### src/rtl/printer_pkg.sv
`default_nettype none
// ============================================================================
//  Module   : printer_pkg
//  Brief    : Shared types and constants for the pre-print heat sequence:
//             material enum, per-material setpoints, regulator state enum.
//  Revision : 1.0 - initial release
// ============================================================================
package printer_pkg;

    // Filament material latched by the regulator
    typedef enum logic [1:0] {
        MAT_PLA = 2'd0,
        MAT_ABS = 2'd1,
        MAT_TPU = 2'd2
    } material_e;

    // Regulator states; the top level carries these as plain 3-bit codes
    typedef enum logic [2:0] {
        ST_IDLE   = 3'd0,
        ST_HEAT   = 3'd1,
        ST_SETTLE = 3'd2,
        ST_READY  = 3'd3,
        ST_FAULT  = 3'd4
    } reg_state_e;

    // Setpoints in degrees C (hotend / bed)
    localparam int unsigned c_PLA_HOTEND_SP = 200;
    localparam int unsigned c_PLA_BED_SP    = 60;
    localparam int unsigned c_ABS_HOTEND_SP = 240;
    localparam int unsigned c_ABS_BED_SP    = 100;
    localparam int unsigned c_TPU_HOTEND_SP = 220;
    localparam int unsigned c_TPU_BED_SP    = 50;

    // Hotend setpoint for a material
    function automatic int unsigned hotend_setpoint(input material_e mat);
        case (mat)
            MAT_ABS: return c_ABS_HOTEND_SP;
            MAT_TPU: return c_TPU_HOTEND_SP;
            default: return c_PLA_HOTEND_SP;
        endcase
    endfunction

    // Bed setpoint for a material
    function automatic int unsigned bed_setpoint(input material_e mat);
        case (mat)
            MAT_ABS: return c_ABS_BED_SP;
            MAT_TPU: return c_TPU_BED_SP;
            default: return c_PLA_BED_SP;
        endcase
    endfunction

    // Request priority ABS > TPU > PLA; PLA is the fall-through choice, so
    // its enable is only needed by the caller to decide whether any is set.
    function automatic material_e select_material(input logic en_abs,
                                                  input logic en_tpu);
        if (en_abs) begin
            return MAT_ABS;
        end else if (en_tpu) begin
            return MAT_TPU;
        end
        return MAT_PLA;
    endfunction

endpackage
`default_nettype wire

### src/rtl/heat_regulator_if.sv
`default_nettype none
// ============================================================================
//  Module   : heat_regulator_if
//  Brief    : Bundle between the bed/hotend sequencing FSM (master) and the
//             heat regulator (slave): heat requests, temperature samples,
//             heater drives and reached/fault flags.
//  Revision : 1.0 - initial release
// ============================================================================
interface heat_regulator_if #(
    parameter int TEMP_W = 10
);
    logic              en_pla;
    logic              en_abs;
    logic              en_tpu;
    logic              sample_valid;
    logic [TEMP_W-1:0] hotend_temp;
    logic [TEMP_W-1:0] bed_temp;
    logic              hotend_on;
    logic              bed_on;
    logic              t_pla;
    logic              t_abs;
    logic              t_tpu;
    logic              fault;

    modport master (
        output en_pla, en_abs, en_tpu, sample_valid, hotend_temp, bed_temp,
        input  hotend_on, bed_on, t_pla, t_abs, t_tpu, fault
    );

    modport slave (
        input  en_pla, en_abs, en_tpu, sample_valid, hotend_temp, bed_temp,
        output hotend_on, bed_on, t_pla, t_abs, t_tpu, fault
    );
endinterface
`default_nettype wire

### src/rtl/heat_channel.sv
`default_nettype none
// ============================================================================
//  Module   : heat_channel
//  Brief    : One heater channel: bang-bang drive register with a hysteresis
//             band below the setpoint, plus in-band and over-temperature
//             compares on the current sample.
//  Revision : 1.0 - initial release
// ============================================================================
module heat_channel
    import printer_pkg::*;
#(
    parameter int TEMP_W      = 10,
    parameter int HYST        = 4,
    parameter int OVER_MARGIN = 15
) (
    input  logic              clk,
    input  logic              reset,
    input  logic              i_clear,
    input  logic              i_regulate,
    input  logic              i_sample_valid,
    input  logic [TEMP_W-1:0] i_setpoint,
    input  logic [TEMP_W-1:0] i_temp,
    output logic              o_drive,
    output logic              o_in_band,
    output logic              o_over_temp
);

    logic [TEMP_W-1:0] w_low_thr;
    logic [TEMP_W:0]   w_over_thr;
    logic              r_drive;

    // Lower band edge cannot underflow for the supported setpoints; the
    // over-temperature limit gets one extra bit so it never wraps.
    assign w_low_thr   = i_setpoint - TEMP_W'(HYST);
    assign w_over_thr  = {1'b0, i_setpoint} + (TEMP_W + 1)'(OVER_MARGIN);
    assign o_in_band   = (i_temp >= w_low_thr);
    assign o_over_temp = ({1'b0, i_temp} > w_over_thr);

    // Hysteresis drive: on below the band, off at/above setpoint, else hold
    always_ff @(posedge clk) begin
        if (!reset || i_clear) begin
            r_drive <= 1'b0;
        end else if (i_regulate && i_sample_valid) begin
            if (i_temp < w_low_thr) begin
                r_drive <= 1'b1;
            end else if (i_temp >= i_setpoint) begin
                r_drive <= 1'b0;
            end
        end
    end

    assign o_drive = r_drive;

endmodule
`default_nettype wire

### src/rtl/heat_regulator.sv
`default_nettype none
// ============================================================================
//  Module   : heat_regulator
//  Brief    : Closed-loop hotend/bed regulator for the pre-print sequence.
//             Latches the requested material, drives both heaters with
//             hysteresis control and raises the material's reached flag once
//             SETTLE_CYC consecutive samples are in band.
//             Optional build macro HEAT_REGULATOR_SAFETY_EN adds a HEAT
//             timeout and an over-temperature trip into a latched FAULT.
//  Revision : 1.0 - initial release
// ============================================================================
module heat_regulator
    import printer_pkg::*;
#(
    parameter int TEMP_W      = 10,
    parameter int HYST        = 4,
    parameter int SETTLE_CYC  = 8,
    parameter int TIMEOUT_CYC = 4096,
    parameter int OVER_MARGIN = 15
) (
    input  logic             clk,
    input  logic             reset,
    heat_regulator_if.slave  bus
);

    localparam logic [2:0] c_IDLE   = ST_IDLE;
    localparam logic [2:0] c_HEAT   = ST_HEAT;
    localparam logic [2:0] c_SETTLE = ST_SETTLE;
    localparam logic [2:0] c_READY  = ST_READY;
    localparam logic [2:0] c_FAULT  = ST_FAULT;

    localparam int c_CNT_W = $clog2(SETTLE_CYC + 1);

    logic [2:0]         r_state;
    logic [2:0]         w_state_nxt;
    material_e          r_mat;
    material_e          w_mat_nxt;
    material_e          w_sel;
    logic [c_CNT_W-1:0] r_cnt;
    logic [c_CNT_W-1:0] w_cnt_nxt;
    logic [c_CNT_W-1:0] w_cnt_inc;

    logic               w_any;
    logic               w_active;
    logic               w_mat_change;
    logic               w_regulate;
    logic               w_trip;
    logic               w_ch_clear;
    logic               w_both_in_band;

    logic [TEMP_W-1:0]  w_hot_sp;
    logic [TEMP_W-1:0]  w_bed_sp;
    logic               w_hot_in_band;
    logic               w_bed_in_band;
    logic               w_hot_over;
    logic               w_bed_over;
    logic               w_hot_drive;
    logic               w_bed_drive;

    logic               r_t_pla;
    logic               r_t_abs;
    logic               r_t_tpu;

    assign w_any          = bus.en_pla | bus.en_abs | bus.en_tpu;
    assign w_sel          = select_material(bus.en_abs, bus.en_tpu);
    assign w_active       = (r_state == c_HEAT) || (r_state == c_SETTLE) ||
                            (r_state == c_READY);
    assign w_mat_change   = w_active && w_any && (w_sel != r_mat);
    assign w_both_in_band = w_hot_in_band && w_bed_in_band;
    assign w_cnt_inc      = r_cnt + c_CNT_W'(1);

    assign w_hot_sp = TEMP_W'(hotend_setpoint(r_mat));
    assign w_bed_sp = TEMP_W'(bed_setpoint(r_mat));

    // Heaters only follow samples while regulating the latched material; the
    // cycle of a material change holds the drives so the new setpoints take
    // effect from the next sample on.
    assign w_regulate = w_active && w_any && !w_mat_change;
    assign w_ch_clear = (w_state_nxt == c_IDLE) || (w_state_nxt == c_FAULT);

    heat_channel #(
        .TEMP_W      (TEMP_W),
        .HYST        (HYST),
        .OVER_MARGIN (OVER_MARGIN)
    ) u_hotend (
        .clk            (clk),
        .reset          (reset),
        .i_clear        (w_ch_clear),
        .i_regulate     (w_regulate),
        .i_sample_valid (bus.sample_valid),
        .i_setpoint     (w_hot_sp),
        .i_temp         (bus.hotend_temp),
        .o_drive        (w_hot_drive),
        .o_in_band      (w_hot_in_band),
        .o_over_temp    (w_hot_over)
    );

    heat_channel #(
        .TEMP_W      (TEMP_W),
        .HYST        (HYST),
        .OVER_MARGIN (OVER_MARGIN)
    ) u_bed (
        .clk            (clk),
        .reset          (reset),
        .i_clear        (w_ch_clear),
        .i_regulate     (w_regulate),
        .i_sample_valid (bus.sample_valid),
        .i_setpoint     (w_bed_sp),
        .i_temp         (bus.bed_temp),
        .o_drive        (w_bed_drive),
        .o_in_band      (w_bed_in_band),
        .o_over_temp    (w_bed_over)
    );

`ifdef HEAT_REGULATOR_SAFETY_EN
    localparam int c_TMO_W = (TIMEOUT_CYC > 1) ? $clog2(TIMEOUT_CYC) : 1;

    logic [c_TMO_W-1:0] r_tmo;
    logic               r_fault;

    // Trip on an over-hot sample or on the last permitted HEAT cycle; a
    // material change takes precedence since it restarts heating anyway.
    assign w_trip = w_regulate &&
                    ((bus.sample_valid && (w_hot_over || w_bed_over)) ||
                     ((r_state == c_HEAT) &&
                      (r_tmo == c_TMO_W'(TIMEOUT_CYC - 1))));

    // HEAT dwell counter, restarted whenever HEAT is (re)entered
    always_ff @(posedge clk) begin
        if (!reset) begin
            r_tmo <= '0;
        end else if ((r_state == c_HEAT) && (w_state_nxt == c_HEAT) &&
                     !w_mat_change) begin
            r_tmo <= r_tmo + c_TMO_W'(1);
        end else begin
            r_tmo <= '0;
        end
    end

    // Registered fault flag mirrors residence in FAULT
    always_ff @(posedge clk) begin
        if (!reset) begin
            r_fault <= 1'b0;
        end else begin
            r_fault <= (w_state_nxt == c_FAULT);
        end
    end

    assign bus.fault = r_fault;
`else
    logic w_unused_safety;

    localparam int c_unused_timeout = TIMEOUT_CYC;

    assign w_trip          = 1'b0;
    assign w_unused_safety = &{1'b0, w_hot_over, w_bed_over};
    assign bus.fault       = 1'b0;
`endif

    // Next-state, material latch and settle count
    always_comb begin
        w_state_nxt = r_state;
        w_mat_nxt   = r_mat;
        w_cnt_nxt   = r_cnt;
        if (r_state == c_FAULT) begin
            if (!w_any) begin
                w_state_nxt = c_IDLE;
            end
        end else if (!w_any) begin
            w_state_nxt = c_IDLE;
            w_cnt_nxt   = '0;
        end else if (r_state == c_IDLE) begin
            w_state_nxt = c_HEAT;
            w_mat_nxt   = w_sel;
            w_cnt_nxt   = '0;
        end else if (w_mat_change) begin
            w_state_nxt = c_HEAT;
            w_mat_nxt   = w_sel;
            w_cnt_nxt   = '0;
        end else if (w_trip) begin
            w_state_nxt = c_FAULT;
            w_cnt_nxt   = '0;
        end else if (bus.sample_valid) begin
            case (r_state)
                c_HEAT: begin
                    if (w_both_in_band) begin
                        w_state_nxt = (SETTLE_CYC <= 1) ? c_READY : c_SETTLE;
                        w_cnt_nxt   = c_CNT_W'(1);
                    end
                end
                c_SETTLE: begin
                    if (w_both_in_band) begin
                        w_cnt_nxt = w_cnt_inc;
                        if (w_cnt_inc == c_CNT_W'(SETTLE_CYC)) begin
                            w_state_nxt = c_READY;
                        end
                    end else begin
                        w_state_nxt = c_HEAT;
                        w_cnt_nxt   = '0;
                    end
                end
                c_READY: begin
                    if (!w_both_in_band) begin
                        w_state_nxt = c_HEAT;
                        w_cnt_nxt   = '0;
                    end
                end
                default: begin
                    w_state_nxt = c_IDLE;
                    w_cnt_nxt   = '0;
                end
            endcase
        end
    end

    // State, material and settle counter registers
    always_ff @(posedge clk) begin
        if (!reset) begin
            r_state <= c_IDLE;
            r_mat   <= MAT_PLA;
            r_cnt   <= '0;
        end else begin
            r_state <= w_state_nxt;
            r_mat   <= w_mat_nxt;
            r_cnt   <= w_cnt_nxt;
        end
    end

    // Reached flags: only the latched material's flag, only while READY
    always_ff @(posedge clk) begin
        if (!reset) begin
            r_t_pla <= 1'b0;
            r_t_abs <= 1'b0;
            r_t_tpu <= 1'b0;
        end else begin
            r_t_pla <= (w_state_nxt == c_READY) && (w_mat_nxt == MAT_PLA);
            r_t_abs <= (w_state_nxt == c_READY) && (w_mat_nxt == MAT_ABS);
            r_t_tpu <= (w_state_nxt == c_READY) && (w_mat_nxt == MAT_TPU);
        end
    end

    assign bus.hotend_on = w_hot_drive;
    assign bus.bed_on    = w_bed_drive;
    assign bus.t_pla     = r_t_pla;
    assign bus.t_abs     = r_t_abs;
    assign bus.t_tpu     = r_t_tpu;

endmodule
`default_nettype wire

### src/flat_wrapper.sv
// flat-port wrapper written by rule: the top's interface ports become plain ports
module heat_regulator_flat import printer_pkg::*;
#(
    parameter int TEMP_W      = 10,
    parameter int HYST        = 4,
    parameter int SETTLE_CYC  = 8,
    parameter int TIMEOUT_CYC = 4096,
    parameter int OVER_MARGIN = 15
)
  (clk, reset, bus_en_pla, bus_en_abs, bus_en_tpu, bus_sample_valid, bus_hotend_temp, bus_bed_temp, bus_hotend_on, bus_bed_on, bus_t_pla, bus_t_abs, bus_t_tpu, bus_fault);
  heat_regulator_if #(.TEMP_W(TEMP_W)) bus_i ();
  input  logic clk;
  input  logic reset;
  input wire logic [$bits(bus_i.en_pla)-1:0] bus_en_pla;
  input wire logic [$bits(bus_i.en_abs)-1:0] bus_en_abs;
  input wire logic [$bits(bus_i.en_tpu)-1:0] bus_en_tpu;
  input wire logic [$bits(bus_i.sample_valid)-1:0] bus_sample_valid;
  input wire logic [$bits(bus_i.hotend_temp)-1:0] bus_hotend_temp;
  input wire logic [$bits(bus_i.bed_temp)-1:0] bus_bed_temp;
  output wire logic [$bits(bus_i.hotend_on)-1:0] bus_hotend_on;
  output wire logic [$bits(bus_i.bed_on)-1:0] bus_bed_on;
  output wire logic [$bits(bus_i.t_pla)-1:0] bus_t_pla;
  output wire logic [$bits(bus_i.t_abs)-1:0] bus_t_abs;
  output wire logic [$bits(bus_i.t_tpu)-1:0] bus_t_tpu;
  output wire logic [$bits(bus_i.fault)-1:0] bus_fault;
  assign bus_i.en_pla = bus_en_pla;
  assign bus_i.en_abs = bus_en_abs;
  assign bus_i.en_tpu = bus_en_tpu;
  assign bus_i.sample_valid = bus_sample_valid;
  assign bus_i.hotend_temp = bus_hotend_temp;
  assign bus_i.bed_temp = bus_bed_temp;
  assign bus_hotend_on = bus_i.hotend_on;
  assign bus_bed_on = bus_i.bed_on;
  assign bus_t_pla = bus_i.t_pla;
  assign bus_t_abs = bus_i.t_abs;
  assign bus_t_tpu = bus_i.t_tpu;
  assign bus_fault = bus_i.fault;
  heat_regulator #(.TEMP_W(TEMP_W), .HYST(HYST), .SETTLE_CYC(SETTLE_CYC), .TIMEOUT_CYC(TIMEOUT_CYC), .OVER_MARGIN(OVER_MARGIN)) u_core (.clk(clk), .reset(reset), .bus(bus_i));
endmodule
### config.mk
export PLATFORM = sky130hd
export DESIGN_NAME = heat_regulator_flat
export DESIGN_NICKNAME = d
export VERILOG_FILES = /design/src/rtl/printer_pkg.sv /design/src/rtl/heat_regulator_if.sv /design/src/rtl/heat_channel.sv /design/src/rtl/heat_regulator.sv /design/src/flat_wrapper.sv
export SDC_FILE = /design/constraint.sdc
export NUM_CORES = 1
export LEC_CHECK = 0
export CAP_MARGIN = 20
export CORE_UTILIZATION = 47
export DETAILED_ROUTE_END_ITERATION = 10
export PLACE_DENSITY = 0.69
export SLEW_MARGIN = 20
export SYNTH_ARGS = -nofsm -noshare
export SYNTH_HDL_FRONTEND = slang
export SYNTH_HIERARCHICAL = 1
export SYNTH_SLANG_ARGS = --single-unit
### constraint.sdc
create_clock -name clk -period 5.2 [get_ports clk]
set_clock_uncertainty 0.15 [all_clocks]
set_input_delay 1.3 -clock clk [delete_from_list [all_inputs] [get_ports clk]]
set_output_delay 1.3 -clock clk [all_outputs]
set_load 0.005 [all_outputs]
# After elaboration in Yosys (flattened, before gate mapping)
# Cells that the tools add are included.
[op_classes]
n_addsub = 3
mul = 0
n_div = 0
n_lt_le_gt_ge = 6
eq_ne = 15
shift = 0
mux = 34
bitwise_logic = 3
n_reduce_logical = 22
[op_table]
columns = ["operator", "count"]
rows = [
  ["$ge 10x10->1", 4],
  ["$mux 3", 10],
  ["$mux 4", 7],
  ["$lt 10x10->1", 2],
  ["$mux 2", 7],
  ["$pmux 7 s2", 1],
  ["$pmux 4 s3", 1],
  ["$pmux 6 s2", 1],
  ["$ne 5x5->1 const B", 2],
  ["$eq 3x2->1 const B", 3],
  ["$pmux 3 s3", 1],
  ["$sub 8x3->9 const B", 1],
  ["$logic_and 1x1->1", 8],
  ["$sub 7x3->8 const B", 1],
  ["$eq 3x3->1 const B", 2],
  ["$logic_not 3->1", 2],
  ["$mux 1", 6],
  ["$add 4x1->4 const B", 1],
  ["$eq 2x1->1 const B", 2],
  ["$eq 2x2->1 const B", 2],
  ["$eq 4x4->1 const B", 1],
  ["$logic_or 1x1->1", 4],
  ["$ne 4x4->1 const B", 1],
  ["$reduce_and 2->1", 2],
  ["other kinds (8)", 11],
]
[word_totals]
regBits = 14
latch_bits = 0
ramBits = 0
romBits = 0
inputBits = 26
out_inout_bits = 6
wordCells = 91
mem_count = 0

# Longest topological paths before layout
# Gate-level depths: netlist (run 1).
[depth]
ltp_word = 15
mapped_depth = 22
ltp_nobuf = 22

# By module
# Netlist (run 1), hierarchy kept.
[modules_own_cells]
columns = ["module", "n_inst", "cells_per_inst", "area_per_inst_um2", "seq_area_each_um2"]
rows = [
  ["heat_channel", 2, 125, 954.7, 20.0],
  ["heat_regulator", 1, 106, 835.8, 240.2],
]

# Worst setup path before layout (run 1)
# OpenSTA, ideal clock, no wires.
[synth_path]
path_type = "reg-to-reg"
startpoint = "register u_core.r_mat[0]"
endpoint = "register u_core.u_bed.r_drive (netlist: u_core/u_bed/o_drive)"
setup_time_ps = 60
t_arrival_ps = 3814
required_time_ps = 4990
slack_ps = 1176
stages_incl_launch_ff = 21
period_less_slack_ps = 4024
path_cell_list = "dfxtp_1 inv_1 ha_1 inv_1 buf_2 nor3_2 xnor2_1 ha_1 nand2_1 o21ai_0 a221oi_1 o21ai_0 a21boi_1 nor2_1 a221oi_1 a21oi_1 o21a_1 nor3b_1 o211ai_1 a21oi_1 a221o_1"
[synth_via]
elab_chain_cells = 15
[synth_lines]
columns = ["item", "line_no", "source"]
rows = [
  ["start, declared", "heat_regulator.sv:36", "material_e r_mat;"],
  ["start signal, assigned", "heat_regulator.sv:224", "r_mat <= w_mat_nxt;"],
  ["$eq 2x2->1 or $eq 2x1->1 (tied branches)", "printer_pkg.sv:45", "case (mat)"],
  ["$pmux 7 s2 *", "printer_pkg.sv:45", ""],
  ["via u_core.w_bed_sp[3]", "heat_regulator.sv:52", "logic [TEMP_W-1:0] w_bed_sp;"],
  ["$sub 7x3->8 *", "heat_channel.sv:34", "assign w_low_thr = i_setpoint - TEMP_W'(HYST);"],
  ["$ge 10x10->1 *", "heat_channel.sv:36", "assign o_in_band = (i_temp >= w_low_thr);"],
  ["$logic_and 1x1->1 *", "heat_regulator.sv:69", "assign w_both_in_band = w_hot_in_band && w_bed_in_band;"],
  ["$mux 3, on equally long branches", "heat_regulator.sv:203, heat_regulator.sv:186, heat_regulator.sv:192", ""],
  ["$pmux 3 s3 *", "heat_regulator.sv:184", "case (r_state)"],
  ["$mux 3 *", "heat_regulator.sv:183", "end else if (bus.sample_valid) begin"],
  ["$mux 3 *", "heat_regulator.sv:176", "end else if (w_mat_change) begin"],
  ["$mux 3 *", "heat_regulator.sv:172", "end else if (r_state == c_IDLE) begin"],
  ["$mux 3 *", "heat_regulator.sv:169", "end else if (!w_any) begin"],
  ["$mux 3 *", "heat_regulator.sv:165", "if (r_state == c_FAULT) begin"],
  ["$eq 3x3->1 or $logic_not 3->1 (tied branches)", "heat_regulator.sv:79", "assign w_ch_clear = (w_state_nxt == c_IDLE) || (w_state_nxt == c_FAULT);"],
  ["$logic_or 1x1->1 *", "heat_regulator.sv:79", ""],
  ["via u_core.w_ch_clear", "heat_regulator.sv:48", "logic w_ch_clear;"],
  ["$logic_or 1x1->1 *", "heat_channel.sv:41", "if (!reset || i_clear) begin"],
  ["end signal, assigned", "heat_channel.sv:42", "r_drive <= 1'b0;"],
  ["end signal, assigned", "heat_channel.sv:45", "r_drive <= 1'b1;"],
  ["end signal, assigned", "heat_channel.sv:47", "r_drive <= 1'b0;"],
  ["end, declared", "heat_channel.sv:30", "logic r_drive;"],
]
# Mark *: on every way through the listed nets, which the timed path passes. The rest lies on a longest branch.
# A chain may end at the register's enable or synchronous reset.

# Worst setup path after layout (run 1)
[layout_path]
startpoint = "input bus_bed_temp[3]"
endpoint = "register u_core.u_hotend.r_drive (netlist: u_core/u_hotend/o_drive)"
[layout_via]
elab_chain_cells = 12
[layout_lines]
columns = ["item", "line_no", "source"]
rows = [
  ["start, declared", "flat_wrapper.sv:19", "input wire logic [$bits(bus_i.bed_temp)-1:0] bus_bed_temp;"],
  ["$ge 10x10->1 *", "heat_channel.sv:36", ""],
  ["via u_core.w_bed_in_band", "heat_regulator.sv:54", "logic w_bed_in_band;"],
  ["$logic_and 1x1->1 *", "heat_regulator.sv:69", ""],
  ["$mux 3, on equally long branches", "heat_regulator.sv:203, heat_regulator.sv:186, heat_regulator.sv:192", ""],
  ["$pmux 3 s3 *", "heat_regulator.sv:184", ""],
  ["$mux 3 *", "heat_regulator.sv:183", ""],
  ["$mux 3 *", "heat_regulator.sv:176", ""],
  ["$mux 3 *", "heat_regulator.sv:172", ""],
  ["$mux 3 *", "heat_regulator.sv:169", ""],
  ["$mux 3 *", "heat_regulator.sv:165", ""],
  ["$eq 3x3->1 or $logic_not 3->1 (tied branches)", "heat_regulator.sv:79", ""],
  ["$logic_or 1x1->1 *", "heat_regulator.sv:79", ""],
  ["via u_core.w_ch_clear", "heat_regulator.sv:48", ""],
  ["$logic_or 1x1->1 *", "heat_channel.sv:41", ""],
  ["end signal, assigned", "heat_channel.sv:42", ""],
  ["end signal, assigned", "heat_channel.sv:45", ""],
  ["end signal, assigned", "heat_channel.sv:47", ""],
  ["end, declared", "heat_channel.sv:30", ""],
]
# Marked as above.

==> run metrics, run 1 <==
Die H=68.4 um; measured slew at the worst slew-check pin=0.627 ns; vias in the first global route=1800; Area Growth Syn to Fin=22.5%; crit start category=input port; critical path depth=15; period utilization=89.7%; core area=4120 um^2; pin count of the biggest net entering global routing=15; Vias/cell=5.15; R2R depth=19; R2R setup slack=0.67 ns; worst setup path class=in2reg; number of diodes=0; Routed Antenna Nets=0; P_leak=1.12 nW; reg-to-reg startpoint=u_core/r_mat[0]$_SDFF_PN0_; post-DR wirelength/cell=11.4 um; layout cells sized above 1=5.68%; Ys Warns=6; All-Layer GR Usage=21.0%; CTS tree=yes; Crit. End Element=flip-flop; initial antenna violation count=0; Crit path top cell by count=a21oi_1; top-level I/O count=32; Avg Cell Area, Syn=7.78 um^2; Congestion Overflow GR=0; VDD IR max=129 uV; Detail Placement HPWL=3580 um; RSZ-0062 raised after global routing=false; worst hold slack=0.353 ns; worst setup path startpoint=bus_bed_temp[3]; Tmin final=4.67 ns; clock-pin slew on the worst setup and hold paths=0.06 ns; Initial Util=50.3%; Post-Synthesis Cells=266; CP arrival=4.71 ns; CP bufs+invs=1; FP Rows=23; total CTS buffers=3; CP delay by family, top=compound AO/OA/AOI/OAI gates; FMAX=214 MHz; Die Area=4670 um^2; Root Buffer=clkbuf_8; Port Buffers=30; CP max FO=4; Cell Chain, Critical Path=clkdlybuf4s50_1 -> ha_1 -> a21oi_1 -> o21ai_0 -> a221oi_1 -> o21ai_0 -> a21boi_1 -> nor2_1 -> a221oi_1 -> a21oi_1 -> o21a_1 -> nor3b_1 -> o211ai_1 -> a21oi_1 -> a221o_1; Sinks on Clock Net=14; WHS Path Cells=2; Placed Instance Area=2480 um^2; max-cap violation count=0; total wire length=4200 um; Mapped Area=2070 um^2; Gates resized, CTS repair=0; post-CTS setup buffer count=0; initial detailed-routing violation count=89; Pwr Total=371 uW; Setup crit end=u_core/u_hotend/o_drive$_SDFFE_PP0P_; RD Place Congestion=0.889; Layout Nets=389; status=complete, no violations; design area=2530 um^2; hold crit path type=reg2reg; worst-skew pair later-pin latency=0.25 ns; terminus of the critical flop-to-flop path=u_core/u_hotend/o_drive$_SDFFE_PP0P_; Post-CTS Hold Buffers=0; final setup fails=0; fin. max-slew vios=0; Final Hold Vio Count=0; Util after Layout=61.6%; worst endpoint required time=5.24 ns; Critical-path top delay cell=clkdlybuf4s50_1; max incr delay on CP=0.44 ns; htree depth=1; Power Density=146 nW/um^2; Post-Route Setup TNS=0 ns; Die X=68.4 um; First-pass DRT Iterations=4; first-pass GRT wire length=7430 um; CTS max path bufs=2; vias=1890; detailed-route DRC error count=0; worst rel slew slack=57.9%
routing by layer:
metal / vias to the layer above / wire length [um] / part of all wire, % / global-route usage (%)
li1: 1018 / - / - / -
met1: 831 / 2070 / 49 / 26.0
met2: 37 / 1890 / 45 / 36.4
met3: 4 / 188 / 4.5 / 3.83
met4: 0 / 51 / 1.2 / 5.99
met5: - / 0 / 0 / 0
state kept, by name, indices dropped and copies added (netlist names):
register	cells
u_core/r_cnt	4
u_core/r_mat	2
u_core/u_hotend/o_drive	1
u_core/r_state	3
u_core/bus.t_pla	1
u_core/u_bed/o_drive	1
u_core/bus.t_abs	1
u_core/bus.t_tpu	1
stage by stage:
step                setup WS [ns]  std cells
floorplan                    1.25        291
global placement            0.396        363
detailed placement          0.338        363
CTS                         0.581        367
global route               0.0652        367
finish                      0.533        367
area by class of cell:
type,count,area (um^2)
Sequential cell,14,280
Tap cell,50,62.6
Clock buffer,4,55.1
Timing Repair Buffer,30,300
Fill cell,399,1580
Multi-Input combinational cell,228,1680
Inverter,41,154
tightest hold or removal path, cell delays in order (launching register included):
cell     delay, ns
dfxtp_1       0.33
nand2_1       0.06
o22ai_1       0.06
layout by cell type, fill, tap and decap left out, drive strengths merged, types with 3 or more instances in the layout:
cell / count
a221oi: 4
clkdlybuf4s50: 30
nand3b: 3
nor4: 4
conb: 27
nand3: 6
nand4: 4
nand2: 23
a21oi: 29
clkbuf: 4
dfxtp: 14
nor3: 8
or2: 3
ha: 45
a2111oi: 4
a221o: 3
xnor2: 12
o21ai: 11
inv: 41
nor2: 12
nor3b: 5
how the worst min path moves through the flow:
stage                                 start                           end  slack, ns
2_1_floorplan  u_core/r_cnt[1]$_SDFFE_PN0P_  u_core/r_cnt[1]$_SDFFE_PN0P_       0.32
3_3_place_gp   u_core/r_cnt[2]$_SDFFE_PN0P_  u_core/r_cnt[2]$_SDFFE_PN0P_       0.34
3_5_place_dp   u_core/r_cnt[2]$_SDFFE_PN0P_  u_core/r_cnt[2]$_SDFFE_PN0P_       0.35
4_1_cts        u_core/r_cnt[2]$_SDFFE_PN0P_  u_core/r_cnt[2]$_SDFFE_PN0P_       0.35
5_1_grt        u_core/r_cnt[3]$_SDFFE_PN0P_  u_core/r_cnt[3]$_SDFFE_PN0P_       0.39
6_report       u_core/r_cnt[2]$_SDFFE_PN0P_  u_core/r_cnt[2]$_SDFFE_PN0P_       0.35
where the power goes:
group / internal, mW / switching (mW) / total, mW / leakage (nW)
clock: 0.0671 / 0.0391 / 0.106 / 0.0288
combinational: 0.0706 / 0.0799 / 0.151 / 0.979
sequential: 0.110 / 0.00441 / 0.114 / 0.114
Power figures use the tool's default switching activity.
==> run 2: changes to the inputs <==
--- a/config.mk
+++ b/config.mk
@@ -6,9 +6,11 @@
 export NUM_CORES = 1
 export LEC_CHECK = 0
 export CAP_MARGIN = 20
-export CORE_UTILIZATION = 47
+export CELL_PAD_IN_SITES_DETAIL_PLACEMENT = 1
+export CELL_PAD_IN_SITES_GLOBAL_PLACEMENT = 1
+export CORE_UTILIZATION = 43
 export DETAILED_ROUTE_END_ITERATION = 10
-export PLACE_DENSITY = 0.69
+export PLACE_DENSITY_LB_ADDON = 0.1
 export SLEW_MARGIN = 20
 export SYNTH_ARGS = -nofsm -noshare
 export SYNTH_HDL_FRONTEND = slang
==> run 2 against run 1 <==
  * The flow now finishes with violations (design-rule violations)
  * Final area barely moved
  * Via count is 4.0% higher
  * Utilization decreased by 4.9 points
  * Global-route usage is 0.35 points higher
  * Fmax shrank 3.4%
  * Total power grew 2.5%
  * Die area rose by 9.0%
  * Register-to-register slack worse by 0.16 ns
  * Worst setup slack got worse by 0.17 ns
  * Routed wire length grew 23%
  * Critical path type unchanged
  * Largest power group unchanged
==> run metrics, run 2 (synthesis results as in run 1) <==
CP arrival=4.88 ns (+0.17 ns); met3 usage=3.52% (-0.32 points); CP max FO=4 (unchanged); FMAX=207 MHz (-3.4%); post-CTS setup buffer count=0 (unchanged); Vias/cell=5.33 (+3.5%); final setup fails=0 (unchanged); Root Buffer=clkbuf_8; post-place setup slack=0.148 ns (-0.191 ns); CTS max path bufs=2 (unchanged); RD Place Congestion=0.837 (-5.9%); number of diodes=0 (unchanged); VDD IR max=105 uV (-19%); biggest regs=u_core/r_cnt x4, u_core/r_state x3, u_core/r_mat x2; vias=1966 (+4.0%); number of flip-flops in the largest register=4 (unchanged); fin. max-slew vios=0 (unchanged); Die X=71.4 um (+4.4%); worst endpoint required time=5.25 ns (about the same); first-pass GRT wire length=8640 um (+16%); Die H=71.4 um (+4.4%); met2 GRT Util=40.2% (+3.8 points); worst setup path startpoint=bus_hotend_temp[3]; Final Hold Vio Count=0 (unchanged); crit start category=input port; Cells after DPL=365 (+0.55%); global route hottest layer=met2; clock power share=28.9% (+0.3 points); hold crit path type=reg2reg; max-cap violation count=0 (unchanged); First-pass DRT Iterations=7 (+3); GR Util met1=25.9% (-0.11 points); CTS tree=yes; status=finished with violations; measured slew at the worst slew-check pin=0.637 ns (+0.00982 ns); commonest non-fill, non-tap cell in the layout=ha_1; Power Density=150 nW/um^2 (+2.4%); top-level I/O count=32 (unchanged); FP Rows=24 (+4.3%); RSZ-0062 raised after global routing=false; Layout Nets=389 (unchanged); worst setup path class=in2reg; register with the most flip-flops=u_core/r_cnt; Congestion Overflow GR=0 (unchanged); share of power burned in registers=30.1% (-0.7 points); initial antenna violation count=0 (unchanged); Post-Route Setup TNS=0 ns (unchanged); Initial Util=46.3% (-4.0 points); Routed Antenna Nets=0 (unchanged); core area=4470 um^2 (+8.7%); htree depth=1 (unchanged); post-DR wirelength/cell=13.9 um (+22%); Port Buffers=30 (unchanged); leading cell types in the layout, fill and taps excluded=45 x ha_1, 41 x inv_1, 30 x clkdlybuf4s50_1, 29 x a21oi_1, 27 x conb_1; hold_sp=u_core/r_cnt[3]$_SDFFE_PN0P_; Post-CTS Hold Buffers=0 (unchanged); Util after Layout=56.7% (-4.9 points); reg-to-reg startpoint=u_core/r_mat[1]$_SDFF_PN0_; failing checks=design-rule violations; internal power=248 uW (+0.29%); pin count of the biggest net entering global routing=15 (unchanged); Detail Placement HPWL=4390 um (+23%); All-Layer GR Usage=21.3% (+0.35 points); Crit. End Element=flip-flop; Finished Layout Cells=369 (+0.54%); clock-pin slew on the worst setup and hold paths=0.06 ns (about the same); Tmin final=4.83 ns (+0.165 ns); Comb power frac=41.0% (+0.4 points); vias in the first global route=1932 (+7.3%); worst-skew pair later-pin latency=0.25 ns (about the same); min setup slack post-route=0.368 ns (-0.165 ns); worst rel slew slack=57.3% (-0.66 points); total wire length=5140 um (+23%); Die Area=5090 um^2 (+9.0%); # fillers=592 (+48%); Sinks on Clock Net=14 (unchanged); Switching Power=132 uW (+6.9%); layout cells sized above 1=5.68% (unchanged); P_leak=1.12 nW (unchanged); Sw Ratio=34.7% (+1.4 points); total CTS buffers=3 (unchanged); detailed-route DRC error count=2 (+2); initial detailed-routing violation count=55 (-38%); Area Growth Syn to Fin=22.6% (about the same); period utilization=92.9% (+3.2 points); Gates resized, CTS repair=0 (unchanged)
run 2: cell counts in the layout (fill, tap and decap cells not counted):
Identical to the previous run, type by type.
run 2: layout make-up:
cell class | count | area, um^2 | share of cell area [%]
multi-input cells | 228 | 1680 | 66.3
repair buffers | 30 | 300 | 11.8
flip-flops and latches | 14 | 280 | 11.0
inverters | 41 | 154 | 6.07
well taps | 52 | 65.1 | 2.56
clock buffers | 4 | 55.1 | 2.17
run 2: per-stage QoR:
stage               hold WS [ns]  total power [mW]  area [um^2]
CTS                        0.359             0.381         2540
detailed placement         0.350             0.270         2480
global placement           0.340             0.265         2480
global route               0.388             0.411         2540
finish                     0.361             0.380         2540
floorplan                  0.317             0.221         2160
run 2: critical path: stages:
cell and delay [ns]:
clkdlybuf4s50_1 0.45, ha_1 0.34, a21oi_1 0.16, o21ai_0 0.11, a221oi_1 0.40, o21ai_0 0.27
a21boi_1 0.26, nor2_1 0.08, a221oi_1 0.36, a21oi_1 0.12, o21a_1 0.25, nor3b_1 0.35
o211ai_1 0.15, a21oi_1 0.15, a221o_1 0.12
run 2: final timing paths:
kind / end / slack (ns) / cells past startpoint
setup / recovery: u_core/u_bed/o_drive$_SDFFE_PP0P_ / 0.37 / 15
setup reg to reg: u_core/u_bed/o_drive$_SDFFE_PP0P_ / 0.51 / 19
hold / removal: u_core/r_cnt[3]$_SDFFE_PN0P_ / 0.36 / 2
hold reg to reg: u_core/r_cnt[3]$_SDFFE_PN0P_ / 0.36 / 2
run 2: power by group through the flow:
stage	registers, mW	logic [mW]	clock network [mW]
after detailed placement	0.117	0.154	0
after global routing	0.115	0.177	0.119
after floorplan	0.114	0.107	0
after global placement	0.117	0.149	0
after CTS	0.114	0.155	0.112
final	0.114	0.156	0.110
run 2: per-layer routing:
metal  wire length [um]  share of wire [%]
met1               2300                 45
met5                  0                  0
met2               2660                 52
met4                 19               0.37
met3                167                3.2
==> run 3: changes to the inputs <==
--- a/config.mk
+++ b/config.mk
@@ -8,6 +8,7 @@
 export CAP_MARGIN = 20
 export CELL_PAD_IN_SITES_DETAIL_PLACEMENT = 1
 export CELL_PAD_IN_SITES_GLOBAL_PLACEMENT = 1
+export CORE_ASPECT_RATIO = 0.7
 export CORE_UTILIZATION = 43
 export DETAILED_ROUTE_END_ITERATION = 10
 export PLACE_DENSITY_LB_ADDON = 0.1
==> run 3 against run 2 <==
  * The flow now finishes without violations
  * Register-to-register slack worse by 0.08 ns
  * Fmax is 1.5% lower
  * Clock-buffer cell count stayed put
  * Non-clock buffer count stayed put
  * Routed wire length is 7.0% higher
  * Hold slack better by 0.011 ns
  * Clock power hardly changed
  * Via count is 1.4% higher
==> run metrics, run 3 (synthesis results as in run 1) <==
worst setup path class=in2reg; Area Growth Syn to Fin=22.8%; initial antenna violation count=0 (unchanged); reg-to-reg startpoint=u_core/r_mat[0]$_SDFF_PN0_; total wire length=5500 um (+7.0%); CTS max path bufs=2 (unchanged); R2R setup slack=0.43 ns (-0.08 ns); # fillers=588 (-0.68%); worst rel slew slack=53.3% (-3.9 points); leading cell types in the layout, fill and taps excluded=45 x ha_1, 41 x inv_1, 30 x clkdlybuf4s50_1, 29 x a21oi_1, 27 x conb_1; clock-pin slew on the worst setup and hold paths=0.07 ns (about the same); Util after Layout=56.7% (about the same); Congestion Overflow GR=0 (unchanged); R2R depth=18 (-1); RD Place Congestion=0.948 (+13%); Die H=60.0 um (-16%); fin. max-slew vios=0 (unchanged); hold crit path type=reg2reg; CTS tree=yes; vias=1993 (+1.4%); Gates resized, CTS repair=0 (unchanged); status=complete, no violations; Power Density=152 nW/um^2 (+1.2%); number of flip-flops in the largest register=4 (unchanged); core area=4480 um^2 (+0.11%); CP max FO=4 (unchanged); final setup fails=0 (unchanged); max-cap violation count=0 (unchanged); post-CTS setup buffer count=0 (unchanged); All-Layer GR Usage=23.5% (+2.2 points); Vias/cell=5.36 (+0.56%); First-pass DRT Iterations=6 (-1); first-pass GRT wire length=9270 um (+7.4%); commonest non-fill, non-tap cell in the layout=ha_1; period utilization=94.3% (+1.4 points); post-DR wirelength/cell=14.8 um (+6.1%); total CTS buffers=3 (unchanged); Detail Placement HPWL=4680 um (+6.7%); worst-skew pair later-pin latency=0.25 ns (about the same); layout cells sized above 1=5.68% (unchanged); Die Area=5100 um^2 (about the same); Port Buffers=30 (unchanged); Post-Route Setup TNS=0 ns (unchanged); Crit. End Element=flip-flop; register with the most flip-flops=u_core/r_cnt; crit start category=input port; Tmin final=4.90 ns (+0.0712 ns); FMAX=204 MHz (-1.5%); htree depth=1 (unchanged); WHS Path Cells=2 (unchanged); hold_sp=u_core/r_cnt[1]$_SDFFE_PN0P_; Final Hold Vio Count=0 (unchanged); worst endpoint required time=5.25 ns (about the same); Initial Util=46.2% (-0.052 points); WHS Endpoint=u_core/r_cnt[1]$_SDFFE_PN0P_; FP Rows=20 (-17%); Layout Nets=389 (unchanged); detailed-route DRC error count=0 (-2); top-level I/O count=32 (unchanged); Die X=84.9 um (+19%); RSZ-0062 raised after global routing=false; number of diodes=0 (unchanged); pin count of the biggest net entering global routing=15 (unchanged); Post-CTS Hold Buffers=0 (unchanged); terminus of the critical flop-to-flop path=u_core/u_hotend/o_drive$_SDFFE_PP0P_; biggest regs=u_core/r_cnt x4, u_core/r_state x3, u_core/r_mat x2; Root Buffer=clkbuf_8; P_leak=1.12 nW (unchanged); vias in the first global route=2050 (+6.1%); Sinks on Clock Net=14 (unchanged); VDD IR max=104 uV (-0.52%); measured slew at the worst slew-check pin=0.695 ns (+0.0584 ns); initial detailed-routing violation count=52 (-5.5%); CP arrival=4.95 ns (+0.07 ns); Routed Antenna Nets=0 (unchanged)
-- run 3: power by group --
| part | switching, mW | internal (mW) |
|---|---|---|
| Sequential | 0.00457 | 0.110 |
| Combinational | 0.0884 | 0.0715 |
| Clock | 0.0440 | 0.0672 |
| Total | 0.137 | 0.249 |
-- run 3: metrics by stage --
| step | setup slack, ns | hold slack [ns] | cell area (um^2) | cells | power [mW] |
|---|---|---|---|---|---|
| finish | 0.297 | 0.371 | 2540 | 372 | 0.386 |
| global route | 0.122 | 0.403 | 2540 | 372 | 0.413 |
| CTS | 0.369 | 0.360 | 2540 | 372 | 0.385 |
| detailed placement | 0.187 | 0.353 | 2490 | 368 | 0.273 |
| global placement | 0.430 | 0.338 | 2490 | 368 | 0.266 |
| floorplan | 1.25 | 0.317 | 2160 | 291 | 0.221 |
-- run 3: worst max-delay path by stage --
stage                                           end  slack (ns)                       start
2_1_floorplan     u_core/u_bed/o_drive$_SDFFE_PP0P_        1.25  u_core/r_mat[0]$_SDFF_PN0_
3_3_place_gp   u_core/u_hotend/o_drive$_SDFFE_PP0P_        0.43          bus_hotend_temp[5]
3_5_place_dp   u_core/u_hotend/o_drive$_SDFFE_PP0P_        0.19             bus_bed_temp[3]
4_1_cts        u_core/u_hotend/o_drive$_SDFFE_PP0P_        0.37             bus_bed_temp[3]
5_1_grt        u_core/u_hotend/o_drive$_SDFFE_PP0P_        0.12  u_core/r_mat[0]$_SDFF_PN0_
6_report       u_core/u_hotend/o_drive$_SDFFE_PP0P_        0.30             bus_bed_temp[3]
-- run 3: worst max-delay path, stage by stage --
cell and delay [ns]:
clkdlybuf4s50_1 0.44, ha_1 0.32, a21oi_1 0.14, o21ai_0 0.11, a221oi_1 0.46, o21ai_0 0.28
a21boi_1 0.24, nor2_1 0.08, a221oi_1 0.45, a21oi_1 0.12, o21a_1 0.25, nor3b_1 0.31
o211ai_1 0.15, a21oi_1 0.16, a221o_1 0.14
-- run 3: layout make-up --
type / instances / area (um^2) / share of cell area, %
timing repair buffer: 30 / 300 / 11.8
inverter: 41 / 154 / 6.06
sequential: 14 / 280 / 11.0
clock buffer: 4 / 55.1 / 2.17
tap: 55 / 68.8 / 2.71
multi-input combinational: 228 / 1680 / 66.2
-- run 3: metal layers --
metal	global-route usage, %	part of all wire, %	wire length, um
met2	41.9	45	2480
met4	2.42	0	0
met3	3.45	2.3	129
met1	31.6	52	2890
met5	0	0	0
